File: src/rtl/imem_program_encoder.sv
// Symbolic-instruction to MIPS32 word encoder that streams encoded words into
// consecutive instruction-memory addresses through a backpressured write port.
//
// state | meaning
// IDLE  | waiting for start; write port idle
// LOAD  | accepting instructions, encoding into the output register
// DRAIN | last instruction accepted, waiting for the output register to empty
// DONE  | one-cycle end-of-session, done asserted
module imem_program_encoder #(
    parameter int ADDR_W = 10
) (
    input  logic              clk,
    input  logic              rst_n,
    input  logic              start,
    input  logic [ADDR_W-1:0] base_addr,
    input  logic              in_valid,
    output logic              in_ready,
    input  logic              in_last,
    input  logic [4:0]        in_op,
    input  logic [4:0]        in_rs,
    input  logic [4:0]        in_rt,
    input  logic [4:0]        in_rd,
    input  logic [25:0]       in_imm,
    output logic              imem_we,
    input  logic              imem_ready,
    output logic [ADDR_W-1:0] imem_addr,
    output logic [31:0]       imem_wdata,
    output logic [ADDR_W:0]   words_written,
    output logic              err_illegal,
    output logic              done
);

    typedef enum logic [1:0] {
        IDLE  = 2'd0,
        LOAD  = 2'd1,
        DRAIN = 2'd2,
        DONE  = 2'd3
    } state_t;

    localparam logic [4:0] OP_ADD       = 5'd0;
    localparam logic [4:0] OP_SUB       = 5'd1;
    localparam logic [4:0] OP_AND       = 5'd2;
    localparam logic [4:0] OP_OR        = 5'd3;
    localparam logic [4:0] OP_SLT       = 5'd4;
    localparam logic [4:0] OP_SLLV      = 5'd5;
    localparam logic [4:0] OP_SRLV      = 5'd6;
    localparam logic [4:0] OP_SRAV      = 5'd7;
    localparam logic [4:0] OP_LW        = 5'd8;
    localparam logic [4:0] OP_SW        = 5'd9;
    localparam logic [4:0] OP_BEQ       = 5'd10;
    localparam logic [4:0] OP_ADDI      = 5'd11;
    localparam logic [4:0] OP_J         = 5'd12;
    localparam logic [4:0] OP_JAL       = 5'd13;
    localparam logic [4:0] OP_JR        = 5'd14;
    localparam logic [4:0] OP_ADDU_QB   = 5'd15;
    localparam logic [4:0] OP_ADDU_S_QB = 5'd16;

    localparam logic [ADDR_W:0] WW_MAX = {1'b1, {ADDR_W{1'b0}}};

    state_t            state_q;
    logic              we_q;
    logic [ADDR_W-1:0] addr_q;
    logic [31:0]       wdata_q;
    logic [ADDR_W:0]   ww_q;
    logic              err_q;
    logic              done_q;

    logic [31:0] enc_d;
    logic        legal_d;
    logic        write;
    logic        accept;

    always_comb begin
        enc_d   = 32'h0;
        legal_d = 1'b1;
        case (in_op)
            OP_ADD:       enc_d = {6'b000000, in_rs, in_rt, in_rd, 5'b0, 6'b100000};
            OP_SUB:       enc_d = {6'b000000, in_rs, in_rt, in_rd, 5'b0, 6'b100010};
            OP_AND:       enc_d = {6'b000000, in_rs, in_rt, in_rd, 5'b0, 6'b100100};
            OP_OR:        enc_d = {6'b000000, in_rs, in_rt, in_rd, 5'b0, 6'b100101};
            OP_SLT:       enc_d = {6'b000000, in_rs, in_rt, in_rd, 5'b0, 6'b101010};
            OP_SLLV:      enc_d = {6'b000000, in_rs, in_rt, in_rd, 5'b0, 6'b000100};
            OP_SRLV:      enc_d = {6'b000000, in_rs, in_rt, in_rd, 5'b0, 6'b000110};
            OP_SRAV:      enc_d = {6'b000000, in_rs, in_rt, in_rd, 5'b0, 6'b000111};
            OP_LW:        enc_d = {6'b100011, in_rs, in_rt, in_imm[15:0]};
            OP_SW:        enc_d = {6'b101011, in_rs, in_rt, in_imm[15:0]};
            OP_BEQ:       enc_d = {6'b000100, in_rs, in_rt, in_imm[15:0]};
            OP_ADDI:      enc_d = {6'b001000, in_rs, in_rt, in_imm[15:0]};
            OP_J:         enc_d = {6'b000010, in_imm};
            OP_JAL:       enc_d = {6'b000011, in_imm};
            // JR uses this codebase's private primary opcode, not SPECIAL/funct 001000
            OP_JR:        enc_d = {6'b000111, in_rs, 21'b0};
            OP_ADDU_QB:   enc_d = {6'b011111, in_rs, in_rt, in_rd, 5'b00000, 6'b010000};
            OP_ADDU_S_QB: enc_d = {6'b011111, in_rs, in_rt, in_rd, 5'b00100, 6'b010000};
            default:      legal_d = 1'b0;
        endcase
    end

    assign write    = we_q && imem_ready;
    assign in_ready = (state_q == LOAD) && (!we_q || imem_ready);
    assign accept   = in_valid && in_ready;

    always_ff @(posedge clk or negedge rst_n) begin
        if (!rst_n) begin
            state_q <= IDLE;
            we_q    <= 1'b0;
            addr_q  <= '0;
            wdata_q <= 32'h0;
            ww_q    <= '0;
            err_q   <= 1'b0;
            done_q  <= 1'b0;
        end else begin
            done_q <= 1'b0;
            // addr_q names the held word while we_q=1, else the next free slot
            if (write) begin
                we_q   <= 1'b0;
                addr_q <= addr_q + ADDR_W'(1);
                if (ww_q != WW_MAX) ww_q <= ww_q + (ADDR_W+1)'(1);
            end
            case (state_q)
                IDLE: begin
                    if (start) begin
                        addr_q  <= base_addr;
                        ww_q    <= '0;
                        err_q   <= 1'b0;
                        state_q <= LOAD;
                    end
                end
                LOAD: begin
                    if (accept) begin
                        if (legal_d) begin
                            we_q    <= 1'b1;
                            wdata_q <= enc_d;
                        end else begin
                            err_q <= 1'b1;
                        end
                        if (in_last) state_q <= DRAIN;
                    end
                end
                DRAIN: begin
                    if (!we_q || write) begin
                        state_q <= DONE;
                        done_q  <= 1'b1;
                    end
                end
                DONE: state_q <= IDLE;
                default: state_q <= IDLE;
            endcase
        end
    end

    assign imem_we       = we_q;
    assign imem_addr     = addr_q;
    assign imem_wdata    = wdata_q;
    assign words_written = ww_q;
    assign err_illegal   = err_q;
    assign done          = done_q;

endmodule
File: config.mk
export PLATFORM = sky130hd
export DESIGN_NAME = imem_program_encoder
export DESIGN_NICKNAME = d
export VERILOG_FILES = /design/src/rtl/imem_program_encoder.sv
export SDC_FILE = /design/constraint.sdc
export NUM_CORES = 1
export LEC_CHECK = 0
export CAP_MARGIN = 30
export CORE_ASPECT_RATIO = 0.7
export CORE_MARGIN = 5
export CORE_UTILIZATION = 40
export CTS_BUF_LIST = sky130_fd_sc_hd__clkbuf_2
export CTS_CLUSTER_DIAMETER = 30
export DETAILED_ROUTE_END_ITERATION = 8
export HOLD_SLACK_MARGIN = 0.05
export PLACE_DENSITY = 0.84
export SYNTH_ARGS = -nofsm -noshare
export SYNTH_HDL_FRONTEND = slang
export SYNTH_SLANG_ARGS = --single-unit
export TNS_END_PERCENT = 50
File: constraint.sdc
create_clock -name clk -period 1.7 [get_ports clk]
set_input_delay 0.425 -clock clk [delete_from_list [all_inputs] [get_ports clk]]
set_output_delay 0.425 -clock clk [all_outputs]
set_load 0.02 [all_outputs]
## Word level (Yosys, flattened, before mapping)

Index checks and enable logic that the tools add are counted.

| storage, ports and cells | value |
|---|---|
| register bits | 58 |
| bits of input ports | 62 |

| cells by class | value |
|---|---|
| add/sub/neg operators | 2 |
| equality and inequality tests | 25 |
| mux-type cells | 24 |
| reductions and logical operators | 13 |

Operator list:

| operator | number |
|---|---|
| 32-bit one-hot mux with 17 select lines | 1 |
| 11-bit 2-to-1 mux | 4 |
| 5-bit by 4-bit == test with 1-bit output, second input constant | 8 |
| 10-bit 2-to-1 mux | 3 |
| 5-bit by 3-bit == test with 1-bit output, second input constant | 4 |
| 17-bit OR reduction | 1 |
| 11-bit by 1-bit adder with 11-bit output, second input constant | 1 |
| 11-bit != test, second input constant | 1 |
| 10-bit by 1-bit adder with 10-bit output, second input constant | 1 |
| 5-bit by 2-bit == test with 1-bit output, second input constant | 2 |
| 1-bit 2-to-1 mux | 10 |
| 2-bit != test, second input constant | 5 |
| 2-bit 2-to-1 mux | 4 |
| 2-bit one-hot mux with 4 select lines | 1 |
| 4-bit AND reduction | 2 |
| 5-bit by 1-bit == test with 1-bit output, second input constant | 1 |
| 5-bit == test, second input constant | 1 |
| 5-bit logical NOT | 1 |
| 2-bit == test, second input constant | 2 |
| 1-bit logical AND | 3 |
| 3-bit AND reduction | 1 |
| 2-bit by 1-bit == test with 1-bit output, second input constant | 1 |
| 2-bit logical NOT | 1 |
| 1-bit logical OR | 2 |
| other kinds (3) | 3 |

## Depth between registers and ports, before layout

Gate-level depths: netlist (run 1).

| depth | value |
|---|---|
| word-level depth | 6 |
| mapped depth | 7 |
| depth with buffers taken out | 6 |

## Least setup slack after synthesis (run 1)

Ideal clock, no wire load.

| timing | value |
|---|---|
| path kind | in2reg |
| from | in in_op[3] |
| to | reg wdata_q[11] (netlist: imem_wdata[11]) |
| arrival time | 1555 ps |
| required time | 1573 ps |
| setup slack | 18 ps |
| cell stages on the path | 5 |
| cell sequence | o41a_1 > nand4b_4 > buf_2 > a221oi_1 > nor2_1 |

| between the ends | value |
|---|---|
| cells in the longest elaborated chain, start to end | 4 |
| elaborated cells on any way between the ends | 21 |

Ends and longest elaborated chain:

| what | line | text |
|---|---|---|
| start: declaration | 19 | `input logic [4:0] in_op,` |
| 5-bit == test, or another cell as far along | 76 | `case (in_op)` |
| 17-bit OR reduction (no line) | - |  |
| 1-bit 2-to-1 mux | 76 |  |
| 3-bit AND reduction (no line) | - |  |
| end signal: assignment | 133 | `wdata_q <= enc_d;` |
| end: declaration | 63 | `logic [31:0] wdata_q;` |

Parallel ways exist; a longest one is shown, timed or not.
A chain may end at the register's enable or synchronous reset.

## Final worst setup path (run 1)

| timing | value |
|---|---|
| from | reg state_q[1] |
| to | out in_ready |

| between the ends | value |
|---|---|
| cells in the longest elaborated chain, start to end | 2 |

Ends and longest elaborated chain:

| what | line | text |
|---|---|---|
| start: declaration | 60 | `state_t state_q;` |
| start signal: assignment | 105 | `state_q <= IDLE;` |
| start signal: assignment | 126 | `state_q <= LOAD;` |
| start signal: assignment | 137 | `if (in_last) state_q <= DRAIN;` |
| 2-bit by 1-bit == test with 1-bit output | 100 | `assign in_ready = (state_q == LOAD) && (!we_q \|\| imem_ready);` |
| 1-bit logical AND | 100 |  |
| end: declaration | 17 | `output logic in_ready,` |

No other way between the ends.

==> flow_metrics.env, run 1 <==
export IMPL_initial_core_util_pct=40.70
export IMPL_cts_max_path_buffers=2
export IMPL_postPlaceCellArea_um2=4539
export IMPL_clockPowerShare_pct=12.7
export IMPL_grt_pass1_vias=3123
export IMPL_switching_share_pct=42.06
export IMPL_layout_common_cells="clkdlybuf4s50_1, buf_4, dfrtp_1"
export IMPL_cts_tree="done"
export IMPL_diodes=0
export IMPL_met1_length_um=4193
export IMPL_overflow=0
export IMPL_cts_buffers=9
export IMPL_drc=0
export IMPL_arrival_ns=1.38
export IMPL_slew_headroom_pct=64.20
export IMPL_setup_ws_ns=-0.1079
export IMPL_cp_max_fo=2
export IMPL_synth_area_um2=2953
export IMPL_outcome="finished, violations left"
export IMPL_place_hpwl_um=6968
export IMPL_die_w_um=112.7
export IMPL_areaGrowthSynthToFinish_pct=63.69
export IMPL_dp_cells=559
export IMPL_wl_met2_um=4934
export IMPL_num_rows=26
export IMPL_numPortBuffers=118
export IMPL_cts_num_sinks=58
export IMPL_clkSlewWorstSetupHoldPaths_ns=0.16
export IMPL_synth_cell_types=42
export IMPL_fin_cells=598
export IMPL_cp_start_kind="register"
export IMPL_top_layer="met4"
export IMPL_max_clock_freq_mhz=553.1
export IMPL_cp_end_kind="primary output"
export IMPL_rsz0062_at_grt="yes"
export IMPL_num_io_pins=119
export IMPL_p_per_area_nw_per_um2=1367
export IMPL_seq_area_frac_synth_pct=49.15
export IMPL_antenna_found_initial=0
export IMPL_dr_total_vias=3157
export IMPL_fin_skew_ns=0.03258
export IMPL_dieArea_um2=9228
export IMPL_synth_fp_nets=386
export IMPL_die_y_um=81.89
export IMPL_hold_viol=0
export IMPL_worstHoldPathType="primary input to register"
export IMPL_ys_dominant_reg_cell="dfrtp_1"
export IMPL_avgRoutedWirePerCell_um=16.65
export IMPL_insertion_delay_ns=0.49
export IMPL_grt_pass1_wl_um=15200
export IMPL_period_needed_ns=1.808
export IMPL_finalCritPeriodShare_pct=106.3
export IMPL_clock_root_buffer="clkbuf_2"
export IMPL_grt_max_degree=59
export IMPL_leakagePower_nw=2.226
export IMPL_drtIter0Drc=238
export IMPL_h_tree_depth=3
export IMPL_power_frac_comb_pct=53.2
export IMPL_worst_pin_slew_ns=0.5371
export IMPL_fin_nets=563
export IMPL_holdWs_ns=0.3646
export IMPL_synth_ff_latch_count=58
export IMPL_finish_utilization_pct=66.63
export IMPL_wl_met3_um=601
export IMPL_maxSlewViolCount=0
export IMPL_path_class="register to primary output"
export IMPL_required_ns=1.27
export IMPL_synthArstFlopShare_pct=100.0
export IMPL_p_sw_w=0.002780
export IMPL_fill_cells=555
export IMPL_ys_warn_count=0
export IMPL_synth_edff_count=0
export IMPL_setup_viol=1
export IMPL_viasPerCell=5.279
export IMPL_drive_gt1_share_pct=26.80
export IMPL_wirelength_um=9954
export IMPL_failed_checks="setup timing"
export IMPL_synth_cells=318
export IMPL_fin_area_um2=4833
export IMPL_gr_usage_all_layers_pct=20.68
export IMPL_fin_total_pwr_w=0.006609
export IMPL_ir_drop_mv=0.6323
export IMPL_dr_pass1_iters=5
export IMPL_internal_power_w=0.003830
export IMPL_place_gp_congestion=0.9061
export IMPL_core_area_um2=7254
export IMPL_drtAntennaViolNets=0
export IMPL_drv_cap=0
export IMPL_power_frac_seq_pct=34.1
export IMPL_avgSynthCellArea_um2=9.286
Yosys cell counts, types with 2 or more instances:
cell / instances / area share (%)
clkbuf_1: 12 / 1.5
mux2i_1: 3 / 1.0
nor4b_1: 2 / 0.59
nand2_1: 42 / 5.3
nand2b_1: 3 / 0.64
and3_1: 2 / 0.42
nand3_1: 16 / 2.7
nand4_1: 5 / 1.1
xnor2_1: 5 / 1.5
dfrtp_1: 58 / 49
o31ai_1: 2 / 0.51
nor2b_1: 2 / 0.42
a31oi_1: 7 / 1.5
nor2_1: 53 / 6.7
ha_1: 6 / 2.5
and4_1: 4 / 1.2
inv_1: 9 / 1.1
and2_1: 5 / 1.1
o21ai_0: 19 / 3.2
buf_4: 3 / 0.76
buf_2: 2 / 0.34
a221oi_1: 18 / 5.3
a21oi_1: 10 / 1.7
xor2_1: 12 / 3.6
routing by layer:
layer / vias to the layer above / GRT usage, %
li1: 1491 / -
met5: - / 0
met3: 20 / 5.228
met4: 0 / 9.004
met2: 118 / 35.87
met1: 1528 / 24.69
cell type report:
class	count	area, um^2	area share, %
Timing Repair Buffer	183	1644	34.02
Multi-Input combinational cell	234	1468	30.37
Sequential cell	58	1458	30.16
Tap cell	98	122.6	2.537
Clock inverter	7	60.06	1.243
Clock buffer	9	45.04	0.9319
Inverter	9	36.28	0.7507
final timing paths:
path / start / end / slack (ns) / depth (start not counted)
hold reg to reg: imem_wdata[9]$_DFFE_PN0P_ / imem_wdata[9]$_DFFE_PN0P_ / 0.49 / 2
setup reg to reg: state_q[1]$_DFFE_PN0P_ / state_q[1]$_DFFE_PN0P_ / 0.07 / 7
setup / recovery: state_q[1]$_DFFE_PN0P_ / in_ready / -0.11 / 5
min in group asynchronous: rst_n / state_q[0]$_DFFE_PN0P_ / 0.46 / 3
max in group asynchronous: rst_n / imem_wdata[16]$_DFFE_PN0P_ / 0.96 / 3
hold / removal: in_op[2] / imem_wdata[31]$_DFFE_PN0P_ / 0.36 / 3
kinds of logic after synthesis:
group	share of synthesized area, %
AND/OR/NAND/NOR	22.63
buffers and inverters	3.771
AO/OA/AOI/OAI	15.47
flip-flops	49.15
XOR/XNOR	5.042
adder cells (fa/ha/maj)	2.542
multiplexers	1.398
timing repair:
action                                  4_1_cts  5_1_grt
endpoints found under the hold margin        58        0
gates cloned                                  0        3
resized for setup                           105       92
buffers inserted                             12        7
endpoints found under the setup margin       60       83
pin swaps                                     3        4
hold buffers                                  1        0
worst max-delay path, stage by stage, from the launching register on:
cell and delay [ns]:
dfrtp_1 0.42, inv_2 0.09, ha_4 0.16, inv_4 0.04, nor2_4 0.09, buf_6 0.12
power groups by stage:
stage | Clock (W) | Sequential (W) | Combinational [W]
after floorplan | 0 | 0.00291 | 0.000965
after global placement | 0 | 0.00230 | 0.00329
after detailed placement | 0 | 0.00233 | 0.00341
after CTS | 0.000867 | 0.00224 | 0.00329
after global routing | 0.000939 | 0.00232 | 0.00377
final | 0.000839 | 0.00226 | 0.00351
per-stage QoR:
stage | setup TNS, ns | worst slack, ns
3_5_place_dp | -18.12 | -0.5473
5_1_grt | -0.2197 | -0.2013
4_1_cts | -0.1389 | -0.1389
2_1_floorplan | 0 | 0.01801
3_3_place_gp | -15.71 | -0.4930
6_report | -0.1079 | -0.1079
state kept, by name (all words and copies together) (netlist names):
signal	count
done	1
err_illegal	1
state_q	2
imem_we	1
imem_wdata	32
imem_addr	10
words_written	11
Power figures use the tool's default switching activity.
==> run 2, diff against run 1 <==
Settings changed: MAX_ROUTING_LAYER from default to met4.
==> flow_metrics.env, run 2 (synthesis results as in run 1) <==
export IMPL_outcome="finished, violations left"
export IMPL_failed_checks="setup timing"
export IMPL_num_io_pins=119
export IMPL_cts_buffers=9
export IMPL_viasPerCell=5.235
export IMPL_rr_worst_depth=7
export IMPL_avgRoutedWirePerCell_um=16.63
export IMPL_fill_cells=555
export IMPL_place_gp_congestion=0.9217
export IMPL_path_class="register to primary output"
export IMPL_hold_viol=0
export IMPL_finish_utilization_pct=66.44
export IMPL_maxSlewViolCount=0
export IMPL_areaGrowthSynthToFinish_pct=63.22
export IMPL_setup_viol=1
export IMPL_final_common_cell="clkdlybuf4s50_1"
export IMPL_min_path_cells=3
export IMPL_overflow=0
export IMPL_cp_start_kind="register"
export IMPL_fin_skew_ns=0.03408
export IMPL_grt_pass1_wl_um=15170
export IMPL_dr_total_vias=3125
export IMPL_drive_gt1_share_pct=26.45
export IMPL_reg2reg_slack_ns=0.07
export IMPL_dp_slack_ns=-0.5473
export IMPL_diodes=0
export IMPL_worstHoldPathType="primary input to register"
export IMPL_drtIter0Drc=228
export IMPL_cts_tree="done"
export IMPL_cts_num_sinks=58
export IMPL_max_clock_freq_mhz=554.1
export IMPL_fin_nets=562
export IMPL_p_per_area_nw_per_um2=1371
export IMPL_clock_root_buffer="clkbuf_2"
export IMPL_cp_max_fo=2
export IMPL_required_ns=1.27
export IMPL_clkSlewWorstSetupHoldPaths_ns=0.16
export IMPL_cts_max_path_buffers=2
export IMPL_arrival_ns=1.38
export IMPL_drc=0
export IMPL_initial_core_util_pct=40.70
export IMPL_grt_max_degree=59
export IMPL_finalCritPeriodShare_pct=106.2
export IMPL_antenna_found_initial=0
export IMPL_num_rows=26
export IMPL_dieArea_um2=9228
export IMPL_period_needed_ns=1.805
export IMPL_die_y_um=81.89
export IMPL_largest_register_ffs=32
export IMPL_drv_cap=0
export IMPL_insertion_delay_ns=0.49
export IMPL_leakagePower_nw=2.218
export IMPL_layout_common_cells="clkdlybuf4s50_1, buf_4, dfrtp_1"
export IMPL_dr_pass1_iters=4
export IMPL_core_area_um2=7254
export IMPL_numPortBuffers=118
export IMPL_drtAntennaViolNets=0
export IMPL_grt_pass1_vias=3135
export IMPL_setup_ws_ns=-0.1048
export IMPL_slew_headroom_pct=64.58
export IMPL_cp_end_kind="primary output"
export IMPL_die_w_um=112.7
export IMPL_worst_pin_slew_ns=0.5312
export IMPL_place_hpwl_um=6968
export IMPL_ir_drop_mv=0.6313
export IMPL_rsz0062_at_grt="yes"
export IMPL_wirelength_um=9931
export IMPL_h_tree_depth=3
export IMPL_gr_usage_all_layers_pct=21.26
-- run 2: changes by cell type in the layout (fill, tap and decap cells not counted) --
cell      delta
a221oi_1     +1
a221oi_2     -1
buf_4        -1
-- run 2: layout make-up --
type	count	area (um^2)	share of cell area (%)
clock buffer	9	45.04	0.9346
clock inverter	7	60.06	1.246
inverter	9	36.28	0.7529
multi-input combinational	234	1461	30.32
sequential	58	1458	30.24
tap	98	122.6	2.544
timing repair buffer	182	1637	33.96
-- run 2: per-stage QoR --
step	instances	area [um^2]	setup TNS, ns	hold WS (ns)	power (W)
6_report	597	4820	-0.1048	0.3605	0.006606
5_1_grt	597	4820	-0.2230	0.3278	0.007029
4_1_cts	588	4735	-0.1389	0.4241	0.006402
3_5_place_dp	559	4539	-18.12	0.4502	0.005738
3_3_place_gp	559	4539	-15.71	0.4477	0.005594
2_1_floorplan	318	2953	0	0.1294	0.003876
-- run 2: final timing paths --
kind | startpoint | endpoint
min | in_op[2] | imem_wdata[31]$_DFFE_PN0P_
min reg2reg | imem_wdata[9]$_DFFE_PN0P_ | imem_wdata[9]$_DFFE_PN0P_
max reg2reg | state_q[1]$_DFFE_PN0P_ | state_q[1]$_DFFE_PN0P_
min in group asynchronous | rst_n | state_q[0]$_DFFE_PN0P_
max | state_q[1]$_DFFE_PN0P_ | in_ready
max in group asynchronous | rst_n | imem_wdata[16]$_DFFE_PN0P_
-- run 2: report_power, final --
group          leakage (nW)  internal (W)  switching [W]
combinational          1.42       0.00159        0.00192
clock                0.0665      0.000322       0.000515
sequential            0.730       0.00191       0.000343
-- run 2: worst max-delay path, stage by stage (launching register included) --
cell     delay [ns]
dfrtp_1        0.42
inv_2          0.09
ha_4           0.16
inv_4          0.05
nor2_4         0.09
buf_6          0.12
-- run 2: timing repair --
action	in CTS	in global routing
hold buffers	1	0
setup buffers	12	6
endpoints found under the setup margin	60	80
endpoints found under the hold margin	58	0
pin swaps	3	4
gates resized for setup	105	91
cloned	0	3
-- run 2: layer usage --
metal / vias to the layer above / routed length (um) / track usage [%] / share of wire, %
met1: 1500 / 4215 / 24.60 / 42
met2: 120 / 4960 / 35.99 / 50
li1: 1489 / - / - / -
met4: 0 / 188 / 9.004 / 1.9
met5: - / 0 / - / 0
met3: 16 / 567 / 5.081 / 5.7
